$ cat src/rtl/pipe_pkg.sv
// Shared pipeline definitions: ALU op encoding, datapath widths, the EX control
// bundle with its bubble value, and the operand forwarding-select encoding.
package pipe_pkg;

    localparam int XLEN   = 32;
    localparam int REG_AW = 5;

    localparam logic [3:0] ALU_ADD = 4'b0000;
    localparam logic [3:0] ALU_SUB = 4'b0001;
    localparam logic [3:0] ALU_AND = 4'b0010;
    localparam logic [3:0] ALU_OR  = 4'b0011;
    localparam logic [3:0] ALU_XOR = 4'b0100;
    localparam logic [3:0] ALU_SLL = 4'b0101;
    localparam logic [3:0] ALU_SRL = 4'b0110;
    localparam logic [3:0] ALU_SLT = 4'b0111;

    // Where an EX operand comes from; EX/MEM outranks MEM/WB.
    typedef enum logic [1:0] {
        FWD_REG   = 2'b00,
        FWD_MEMWB = 2'b01,
        FWD_EXMEM = 2'b10
    } fwd_sel_e;

    typedef struct packed {
        logic       valid;
        logic       reg_write;
        logic       mem_read;
        logic       mem_write;
        logic       branch;
        logic       alu_src;
        logic [3:0] alu_control;
    } ex_ctrl_t;

    localparam ex_ctrl_t BUBBLE_CTRL = '{
        valid:       1'b0,
        reg_write:   1'b0,
        mem_read:    1'b0,
        mem_write:   1'b0,
        branch:      1'b0,
        alu_src:     1'b0,
        alu_control: ALU_ADD
    };

endpackage

$ cat src/rtl/operand_fwd_mux.sv
// One EX operand forwarding mux: compares the registered source index against
// the EX/MEM and MEM/WB destinations and selects the freshest value.
module operand_fwd_mux
    import pipe_pkg::*;
#(
    parameter int XLEN   = 32,
    parameter int REG_AW = 5
) (
    input  logic [REG_AW-1:0] rs_i,
    input  logic [XLEN-1:0]   reg_data_i,
    input  logic [REG_AW-1:0] exmem_rd_i,
    input  logic              exmem_reg_write_i,
    input  logic [XLEN-1:0]   exmem_data_i,
    input  logic [REG_AW-1:0] memwb_rd_i,
    input  logic              memwb_reg_write_i,
    input  logic [XLEN-1:0]   memwb_data_i,
    output logic [XLEN-1:0]   fwd_data_o
);

    logic     exmem_hit;
    logic     memwb_hit;
    fwd_sel_e fwd_sel;

    // x0 is hard-wired zero, so a write to it must never be forwarded.
    assign exmem_hit = exmem_reg_write_i && (exmem_rd_i != '0) && (exmem_rd_i == rs_i);
    assign memwb_hit = memwb_reg_write_i && (memwb_rd_i != '0) && (memwb_rd_i == rs_i);

    always_comb begin
        fwd_sel = FWD_REG;
        if (exmem_hit) begin
            fwd_sel = FWD_EXMEM;
        end else if (memwb_hit) begin
            fwd_sel = FWD_MEMWB;
        end
    end

    always_comb begin
        fwd_data_o = reg_data_i;
        case (fwd_sel)
            FWD_EXMEM: fwd_data_o = exmem_data_i;
            FWD_MEMWB: fwd_data_o = memwb_data_i;
            default:   fwd_data_o = reg_data_i;
        endcase
    end

endmodule

$ cat src/rtl/id_ex_stage_reg.sv
// ID/EX pipeline register feeding the ALU: captures decoded operands/controls,
// bypasses write-back at capture, forwards EX/MEM and MEM/WB, inserts load-use bubbles.
module id_ex_stage_reg
    import pipe_pkg::*;
#(
    parameter int XLEN   = 32,
    parameter int REG_AW = 5
) (
    input  logic              clk,
    input  logic              rst,
    input  logic              stall,
    input  logic              flush,
    input  logic              id_valid,
    input  logic [XLEN-1:0]   id_rs1_data,
    input  logic [XLEN-1:0]   id_rs2_data,
    input  logic [XLEN-1:0]   id_imm,
    input  logic [REG_AW-1:0] id_rs1,
    input  logic [REG_AW-1:0] id_rs2,
    input  logic [REG_AW-1:0] id_rd,
    input  logic [3:0]        id_alu_control,
    input  logic              id_alu_src,
    input  logic              id_reg_write,
    input  logic              id_mem_read,
    input  logic              id_mem_write,
    input  logic              id_branch,
    input  logic [REG_AW-1:0] exmem_rd,
    input  logic              exmem_reg_write,
    input  logic [XLEN-1:0]   exmem_alu_result,
    input  logic [REG_AW-1:0] memwb_rd,
    input  logic              memwb_reg_write,
    input  logic [XLEN-1:0]   memwb_result,
    output logic              ex_valid,
    output logic [XLEN-1:0]   ex_srcA,
    output logic [XLEN-1:0]   ex_srcB,
    output logic [XLEN-1:0]   ex_store_data,
    output logic [3:0]        ex_alu_control,
    output logic [REG_AW-1:0] ex_rd,
    output logic              ex_reg_write,
    output logic              ex_mem_read,
    output logic              ex_mem_write,
    output logic              ex_branch,
    output logic              hazard_stall
);

    // Valid semantics: id_valid marks a real instruction in ID; ex_valid marks
    // a real instruction in EX. hazard_stall holds IF/ID for one cycle while a
    // bubble enters EX; stall freezes this stage entirely.

    ex_ctrl_t          ctrl_q,     ctrl_d;
    logic [REG_AW-1:0] rd_q,       rd_d;
    logic [REG_AW-1:0] rs1_q,      rs1_d;
    logic [REG_AW-1:0] rs2_q,      rs2_d;
    logic [XLEN-1:0]   rs1_data_q, rs1_data_d;
    logic [XLEN-1:0]   rs2_data_q, rs2_data_d;
    logic [XLEN-1:0]   imm_q,      imm_d;

    logic [XLEN-1:0]   rs1_cap;
    logic [XLEN-1:0]   rs2_cap;
    logic [XLEN-1:0]   fwd_a;
    logic [XLEN-1:0]   fwd_b;
    logic              load_use;

    // Load in EX whose destination is read by the instruction now in ID.
    assign load_use = id_valid && ctrl_q.valid && ctrl_q.mem_read && (rd_q != '0)
                      && ((rd_q == id_rs1) || (rd_q == id_rs2));
    assign hazard_stall = load_use;

    // The register file is read before write-back lands, so take the WB value directly.
    assign rs1_cap = (memwb_reg_write && (memwb_rd != '0) && (memwb_rd == id_rs1))
                     ? memwb_result : id_rs1_data;
    assign rs2_cap = (memwb_reg_write && (memwb_rd != '0) && (memwb_rd == id_rs2))
                     ? memwb_result : id_rs2_data;

    always_comb begin
        ctrl_d     = ctrl_q;
        rd_d       = rd_q;
        rs1_d      = rs1_q;
        rs2_d      = rs2_q;
        rs1_data_d = rs1_data_q;
        rs2_data_d = rs2_data_q;
        imm_d      = imm_q;
        if (!stall) begin
            if (flush || load_use) begin
                ctrl_d     = BUBBLE_CTRL;
                rd_d       = '0;
                rs1_d      = '0;
                rs2_d      = '0;
                rs1_data_d = '0;
                rs2_data_d = '0;
                imm_d      = '0;
            end else begin
                ctrl_d.valid       = id_valid;
                ctrl_d.reg_write   = id_reg_write;
                ctrl_d.mem_read    = id_mem_read;
                ctrl_d.mem_write   = id_mem_write;
                ctrl_d.branch      = id_branch;
                ctrl_d.alu_src     = id_alu_src;
                ctrl_d.alu_control = id_alu_control;
                rd_d               = id_rd;
                rs1_d              = id_rs1;
                rs2_d              = id_rs2;
                rs1_data_d         = rs1_cap;
                rs2_data_d         = rs2_cap;
                imm_d              = id_imm;
            end
        end
    end

    always_ff @(posedge clk or posedge rst) begin
        if (rst) begin
            ctrl_q     <= BUBBLE_CTRL;
            rd_q       <= '0;
            rs1_q      <= '0;
            rs2_q      <= '0;
            rs1_data_q <= '0;
            rs2_data_q <= '0;
            imm_q      <= '0;
        end else begin
            ctrl_q     <= ctrl_d;
            rd_q       <= rd_d;
            rs1_q      <= rs1_d;
            rs2_q      <= rs2_d;
            rs1_data_q <= rs1_data_d;
            rs2_data_q <= rs2_data_d;
            imm_q      <= imm_d;
        end
    end

    operand_fwd_mux #(.XLEN(XLEN), .REG_AW(REG_AW)) u_fwd_a (
        .rs_i              (rs1_q),
        .reg_data_i        (rs1_data_q),
        .exmem_rd_i        (exmem_rd),
        .exmem_reg_write_i (exmem_reg_write),
        .exmem_data_i      (exmem_alu_result),
        .memwb_rd_i        (memwb_rd),
        .memwb_reg_write_i (memwb_reg_write),
        .memwb_data_i      (memwb_result),
        .fwd_data_o        (fwd_a)
    );

    operand_fwd_mux #(.XLEN(XLEN), .REG_AW(REG_AW)) u_fwd_b (
        .rs_i              (rs2_q),
        .reg_data_i        (rs2_data_q),
        .exmem_rd_i        (exmem_rd),
        .exmem_reg_write_i (exmem_reg_write),
        .exmem_data_i      (exmem_alu_result),
        .memwb_rd_i        (memwb_rd),
        .memwb_reg_write_i (memwb_reg_write),
        .memwb_data_i      (memwb_result),
        .fwd_data_o        (fwd_b)
    );

    assign ex_valid       = ctrl_q.valid;
    assign ex_reg_write   = ctrl_q.reg_write;
    assign ex_mem_read    = ctrl_q.mem_read;
    assign ex_mem_write   = ctrl_q.mem_write;
    assign ex_branch      = ctrl_q.branch;
    assign ex_alu_control = ctrl_q.alu_control;
    assign ex_rd          = rd_q;
    assign ex_srcA        = fwd_a;
    assign ex_store_data  = fwd_b;
    assign ex_srcB        = ctrl_q.alu_src ? imm_q : fwd_b;

endmodule

$ cat config.mk
export PLATFORM = sky130hd
export DESIGN_NAME = id_ex_stage_reg
export DESIGN_NICKNAME = d
export VERILOG_FILES = /design/src/rtl/pipe_pkg.sv /design/src/rtl/operand_fwd_mux.sv /design/src/rtl/id_ex_stage_reg.sv
export SDC_FILE = /design/constraint.sdc
export NUM_CORES = 1
export LEC_CHECK = 0
export CORE_UTILIZATION = 48
export DETAILED_ROUTE_END_ITERATION = 7
export GPL_TIMING_DRIVEN = 0
export PLACE_DENSITY = 0.85
export SLEW_MARGIN = 20
export SYNTH_ARGS = -nofsm -noshare
export SYNTH_HDL_FRONTEND = slang
export SYNTH_SLANG_ARGS = --single-unit
$ cat constraint.sdc
create_clock -name clk -period 8.34 [get_ports clk]
set_input_delay 2.502 -clock clk [delete_from_list [all_inputs] [get_ports clk]]
set_output_delay 2.502 -clock clk [all_outputs]
set_load 0.05 [all_outputs]
# Word-level counts from Yosys, hierarchy flattened
# Index checks and enable logic that the tools add are counted.
totals:
  ff_bits: 121
  inputBits: 201
  output_inout_bits: 111
  word_cells: 58
op_classes:
  n_eq_ne: 12
  muxes: 16
  reduce_logical: 17
op_table:
  columns: ["cell", "n"]
  rows:
  - ["32-bit two-way mux", 6]
  - ["32-bit case mux with 2 select lines", 2]
  - ["5-bit == test", 8]
  - ["5-bit two-way mux", 3]
  - ["5-bit nonzero test", 3]
  - ["1-bit logical AND", 12]
  - ["10-bit two-way mux", 1]
  - ["2-bit by 1-bit == test with 1-bit output (second input constant)", 2]
  - ["2-bit == test (second input constant)", 2]
  - ["2-bit two-way mux", 2]
  - ["1-bit logical OR", 2]
  - ["1-bit two-way mux", 2]

# Depth between registers and ports, before layout
logic_depth:
  ltp_word: 8
  mapped_depth: 8
  mapped_depth_nobuf: 5

# Cells and area by module
# Synthesis repeated with hierarchy kept, for this count alone.
hier_totals:
  cells_unflattened: 840
  area_unflattened_um2: 8730.9
by_module_without_submodules:
  columns: ["mod", "n_inst", "cells_each", "area_each_um2", "seq_area_each_um2"]
  rows:
  - ["id_ex_stage_reg", 1, 480, 5690.5, 3027.9]
  - ["operand_fwd_mux", 2, 180, 1520.2, 0.0]

# Least setup slack after synthesis
# No wires, ideal clock.
synth_path:
  kind: "input -> output"
  start: "input memwb_rd[0]"
  end: "output ex_srcB[27]"
  arrival_ns: 5.063
  t_required_ns: 5.838
  slack_ns: 0.775
  cell_stages: 7
  path_buffers: 2
  cell_sequence: "buf_4 > or4_4 > o21ai_4 > or3b_1 > buf_6 > a221oi_1 > o31ai_1"
synth_between:
  elab_chain_cells: 8
  word_cells_on_any_way: 10
  classes_between: "eq/ne (3); mux (4); reduce/logical (3)"
synth_lines:
  columns: ["item", "line", "rtl"]
  rows:
  - ["from (decl)", "id_ex_stage_reg.sv:29", "input logic [REG_AW-1:0] memwb_rd,"]
  - ["5-bit nonzero test", "operand_fwd_mux.sv:26", "assign memwb_hit = memwb_reg_write_i && (memwb_rd_i != '0) && (memwb_rd_i == rs_i);"]
  - ["1-bit logical AND", "operand_fwd_mux.sv:26", null]
  - ["1-bit logical AND *", "operand_fwd_mux.sv:26", null]
  - ["1-bit two-way mux *", "operand_fwd_mux.sv:32", "end else if (memwb_hit) begin"]
  - ["2-bit two-way mux *", "operand_fwd_mux.sv:30", "if (exmem_hit) begin"]
  - ["2-bit by 1-bit == test with 1-bit output or 2-bit == test (tied branches)", "operand_fwd_mux.sv:39", "case (fwd_sel)"]
  - ["32-bit case mux with 2 select lines *", "operand_fwd_mux.sv:39", null]
  - ["32-bit two-way mux *", "id_ex_stage_reg.sv:162", "assign ex_srcB = ctrl_q.alu_src ? imm_q : fwd_b;"]
  - ["to (decl)", "id_ex_stage_reg.sv:34", "output logic [XLEN-1:0] ex_srcB,"]
# Mark *: on every way between the ends. The rest lies on a longest branch, timed or not.

# Worst setup path in the final report
layout_path:
  start: "input exmem_rd[0]"
  end: "output ex_srcB[1]"
layout_between:
  elab_chain_cells: 7
  word_cells_on_any_way: 9
  classes_between: "eq/ne (3); mux (3); reduce/logical (3)"
layout_lines:
  columns: ["item", "line", "rtl"]
  rows:
  - ["from (decl)", "id_ex_stage_reg.sv:26", "input logic [REG_AW-1:0] exmem_rd,"]
  - ["5-bit nonzero test", "operand_fwd_mux.sv:25", "assign exmem_hit = exmem_reg_write_i && (exmem_rd_i != '0) && (exmem_rd_i == rs_i);"]
  - ["1-bit logical AND", "operand_fwd_mux.sv:25", null]
  - ["1-bit logical AND *", "operand_fwd_mux.sv:25", null]
  - ["2-bit two-way mux *", "operand_fwd_mux.sv:30", null]
  - ["2-bit by 1-bit == test with 1-bit output or 2-bit == test (tied branches)", "operand_fwd_mux.sv:39", null]
  - ["32-bit case mux with 2 select lines *", "operand_fwd_mux.sv:39", null]
  - ["32-bit two-way mux *", "id_ex_stage_reg.sv:162", null]
# Marks and branches as above.

==> results.yml <==
synth:
  syn_nets: 1004
  yosysSeqAreaShare_pct: 39.2
  mappedNetlistArea_um2: 7720
  yosys.area.top_type_share_pct: 39.2
  ys_ff_latch: 121
  synth_cell_type_count: 34
  syn-mean-instance-area_um2: 9.61
  yosysMostFrequentCell: "nand2_1"
  synthArstFlopShare_pct: 100
  synthFlopType: "dfrtp_1"
  synth.area.top_cells: "dfrtp_1 39%, mux2i_1 12%, a22o_1 6.5%"
  yosysTopAreaCell: "dfrtp_1"
  postSynthCellCount: 803
  synth_top_cells_by_count: "129 x nand2_1, 121 x dfrtp_1, 96 x mux2i_1, 78 x o21ai_0, 69 x nor2_1"
  synth_edf_count: 0
  ys_warn_count: 0
cts:
  cts.sink_count: 121
  cts_buffers: 17
  cts_root_buf: "clkbuf_16"
  cts_buffer_depth: 2
  worstSkewPairLatency_ps: 420
  htree_num_levels: 4
  cts-hold-fix-buffers: 0
  tritoncts: "done"
  clk_pin_slew_ps: 60
drt:
  finalWirelength_um: 29600
  ant_nets: 0
  dr.pass1.iters: 5
  wl_per_cell_um: 21.9
  drc: 0
  drt-initial-drc-count: 598
  vias: 7908
  via_per_inst: 5.86
sta:
  setup_ws_ps: 48.4
  max_freq_ghz: 0.121
  setup-tns-final_ps: 0
  maxSlewHeadroom_pct: 36.4
  post-route-period-util_pct: 99.4
  period_minus_slack_ps: 8290
  slew_viol_final: 0
  tightest_slew_ps: 948
  hold_viol: 0
  setup_viol: 0
  rsz0062_at_grt: "no"
  finClkSkew_ps: 8.40
pwr:
  vdd_drop_max_uv: 132
  power.density_cell_area_nw_per_um2: 188
  p_leak_nw: 4.70
layout:
  syn_to_final_growth_pct: 52.4
  nets: 1329
  nFillCells: 1160
  multi_input_area_um2: 4320
  drive_gt1_share_pct: 11.5
  diodes: 0
  register_area_um2: 3030
die:
  ioPinCount: 312
  core_area_um2: 15400
  start_util_pct: 50.0
  die-area_um2: 16600
  rows: 45
  die_height_um: 129
  die_x_um: 129
critical_path:
  rrSetupSlack_ps: 5600
  crit_fanout: 10
  cp-startpoint: "exmem_rd[0]"
  reg2reg_depth: 6
  crit_required_ps: 5840
  timing.rr.end: "rs1_data_q[9]"
  crit_path_end: "ex_srcB[1]"
  worstSetupPathType: "primary input to output port"
  r2r-start: "ex_rd[1]"
  endpoint_kind: "output port"
  startpoint_type: "primary input"
  critical_path_arrival_ps: 5790
placed_design:
  gp_congestion: 0.937
  io_buffers: 305
  post-dp-hpwl_um: 21600
  pre_cts_ws_ps: -201
global_routing:
  grt_pass1_wl_um: 44600
  grt.overflow.total: 0
  grt_use_total_pct: 36.0
  grt_pass1_vias: 8027
  grt_max_degree: 67
  antenna_found_initial: 0
worst_hold_path:
  hold_path_class: "flip-flop to flip-flop"
  worstHoldStart: "rs1_data_q[8]"
run_status:
  status: "finished clean"
run:
  drv_cap: 0
## what timing repair did
item | in CTS | in global routing
gates cloned | 0 | 0
resized for setup | 6 | 15
endpoints found under the setup margin | 63 | 13
buffers inserted | 0 | 0
## cells in the final DEF (no fill, tap or decap), drive strengths merged, types with 6 or more instances in the layout
cell	netlist	final
o21ai	99	99
buf	29	30
clkdlybuf4s50	0	294
clkbuf	45	66
dfrtp	121	121
mux2i	96	96
o31ai	32	32
and2	32	32
nor2	69	69
a22o	57	57
dlymetal6s2s	0	9
xor2	18	18
xnor2	22	22
nand2	129	129
bufinv	0	6
a221oi	32	32
## state kept, by name (all words and copies together) (netlist names), 4 cells and up
signal,cells
imm_q,32
rs1_data_q,32
rs2_data_q,32
ex_rd,5
rs1_q,5
rs2_q,5
ex_alu_control,4
## critical path: stages
cell,delay (ps)
clkdlybuf4s50_1,490
or4_1,550
o21ai_1,310
or3_1,170
clkbuf_1,240
clkbuf_2,330
nor2_1,120
o31ai_2,230
clkdlybuf4s50_1,850
## area by class of cell
| cell class | count | share of cell area [%] |
|---|---|---|
| repair buffers | 306 | 26.4 |
| plain buffers | 74 | 3.30 |
| well taps | 211 | 2.24 |
| flip-flops and latches | 121 | 25.7 |
| clock buffers | 21 | 3.92 |
| clock inverters | 9 | 1.66 |
| inverters | 1 | 0.0745 |
| multi-input cells | 607 | 36.7 |
## metal layers
layer  share of wire, %  global-route usage [%]  wire length [µm]
met1                 39                    42.4             11400
met2                 50                    62.1             14700
met3                8.7                    8.90              2570
met4                3.1                    16.5               909
met5                  0                       0                 0
## through the flow
step	cell area, µm²	std cells	hold slack, ps	util, %	total power, mW
4_1_cts	11700	1350	487	76.1	2.21
3_5_place_dp	11100	1320	473	71.7	1.38
5_1_grt	11800	1350	512	76.2	2.28
3_3_place_gp	11000	1319	465	71.5	1.37
2_1_floorplan	7720	803	452	-	1.09
6_report	11800	1350	484	76.2	2.21
## cell families after synthesis
kind of cell | share of synthesized area [%]
compound gates | 24.5
xor+xnor | 4.54
buf+inv | 4.98
flops | 39.2
mux | 12.4
simple gates | 14.3
## worst min-delay path by stage
stage | to | slack [ps] | cells past startpoint
6_report | rs1_data_q[8] | 480 | 2
3_5_place_dp | rs1_data_q[7] | 470 | 2
5_1_grt | rs1_data_q[17] | 510 | 2
2_1_floorplan | rs1_data_q[0] | 450 | 2
4_1_cts | rs1_data_q[21] | 490 | 2
3_3_place_gp | rs1_data_q[5] | 460 | 2
## where the power goes
group	internal (mW)	leakage (nW)	switching, mW
Sequential	0.634	1.58	0.0351
Combinational	0.286	2.81	0.421
Clock	0.571	0.323	0.264
No activity file was read; power rests on OpenSTA's default activity.
==> RTL change, RTL diff (config.mk and constraints unchanged) <==
`REG_AW` is set to 5 in 3 places; all go to 4.
--- a/src/rtl/pipe_pkg.sv
+++ b/src/rtl/pipe_pkg.sv
@@ -3,7 +3,7 @@
 package pipe_pkg;
 
     localparam int XLEN   = 32;
-    localparam int REG_AW = 5;
+    localparam int REG_AW = 4;
 
     localparam logic [3:0] ALU_ADD = 4'b0000;
     localparam logic [3:0] ALU_SUB = 4'b0001;
--- a/src/rtl/operand_fwd_mux.sv
+++ b/src/rtl/operand_fwd_mux.sv
@@ -4,7 +4,7 @@
     import pipe_pkg::*;
 #(
     parameter int XLEN   = 32,
-    parameter int REG_AW = 5
+    parameter int REG_AW = 4
 ) (
     input  logic [REG_AW-1:0] rs_i,
     input  logic [XLEN-1:0]   reg_data_i,
--- a/src/rtl/id_ex_stage_reg.sv
+++ b/src/rtl/id_ex_stage_reg.sv
@@ -4,7 +4,7 @@
     import pipe_pkg::*;
 #(
     parameter int XLEN   = 32,
-    parameter int REG_AW = 5
+    parameter int REG_AW = 4
 ) (
     input  logic              clk,
     input  logic              rst,
Ports: changed (6 resized); port bits go from 312 to 306. The function was not compared with the original's and may differ.
==> RTL change against the unedited design <==
  * Wire length shrank 5.6%
  * Total power is 2.0% lower
  * Synthesized area decreased by 6.8%
  * Worst hold slack improved by 0.0067 ns
  * Design area fell by 5.5%
  * First-iteration DRC count increased by 9.0%
  * Worst setup slack better by 0.034 ns
  * Sequential cell count down 3
  * Critical endpoint is now ex_srcA[12]
==> RTL change: results (changes against the unedited design) <==
stage;metric;value;unit;change
critical_path;critPathLaunch;exmem_rd[1];;
power;cellLeakagePower;4.47;nW;-5.0%
synth;yosys-top-cells-count;nand2_1, dfrtp_1, mux2i_1, nor2_1, o21ai_1;;
timing;tightest_slew;0.773;ns;-0.175 ns
routing;wl_met1;10900;microns;-4.5%
synth;synth_cell_type_count;30;;-12%
routing;dr.pass1.iters;7;;+2
grt;grt_pass1_wl;42800;microns;-3.9%
placement;dpl-instance-area;10500;sq um;-5.4%
synth;yosysSeqAreaShare;0.410;;+0.0182
power;vdd_drop_max;0.000129;V;-2.8%
synth;netlist_instances;783;;-2.5%
critical_path;r2r-start;ex_rd[0]$_DFFE_PP0N_;;
power;pg_seq;651;uW;-3%
routing;drt-initial-drc-count;652;;+9.0%
grt;grtUsageMet1;0.448;;+0.0247
status;outcome;finished, final reports clean;;
critical_path;critPathCapture;ex_srcA[12];;
grt;grtUsageTotal;0.361;;+0.00116
routing;routed_wl;27900;microns;-5.6%
routing;vias;7685;;-2.8%
power;p_int;1.44;mW;-3.6%
hold_path;hold_path_startpoint;rs1_data_q[29]$_DFFE_PP0N_;;
timing;fin_worst_skew;0.00564;ns;-0.00276 ns
placement;gp_congestion;0.889;;-5.2%
synth;netlist_top_cells_area;dfrtp_1, mux2i_1, nand2_1;;
synth;synth_nets;979;;-2.5%
timing;worst_slack;0.0826;ns;+0.0342 ns
power;pg_clk;803;uW;-3.8%
-- RTL change: changes by cell type in the layout (fill, tap and decap cells not counted), sizes merged, moves of 4 or more --
cell / change
a211oi: +32
a221oi: -32
and2: -31
and3: +32
buf: +6
clkbuf: -7
clkdlybuf4s50: +7
dlymetal6s2s: -9
nand3: -5
nand4: +6
nor4: -4
xnor2: +4
xor2: -14
-- RTL change: cells by family after synthesis --
group | after synthesis | synth area share
simple gates | 249 | 0.149
compound gates | 218 | 0.218
mux | 96 | 0.134
buf+inv | 72 | 0.0522
flops | 118 | 0.410
xor+xnor | 30 | 0.0365
-- RTL change: final cells by class --
type	instances	share of cell area
multi-input cells	593	0.348
repair buffers	302	0.273
inverters	1	0.000788
clock inverters	9	0.0131
well taps	184	0.0207
plain buffers	71	0.0334
flip-flops and latches	118	0.266
clock buffers	23	0.0448
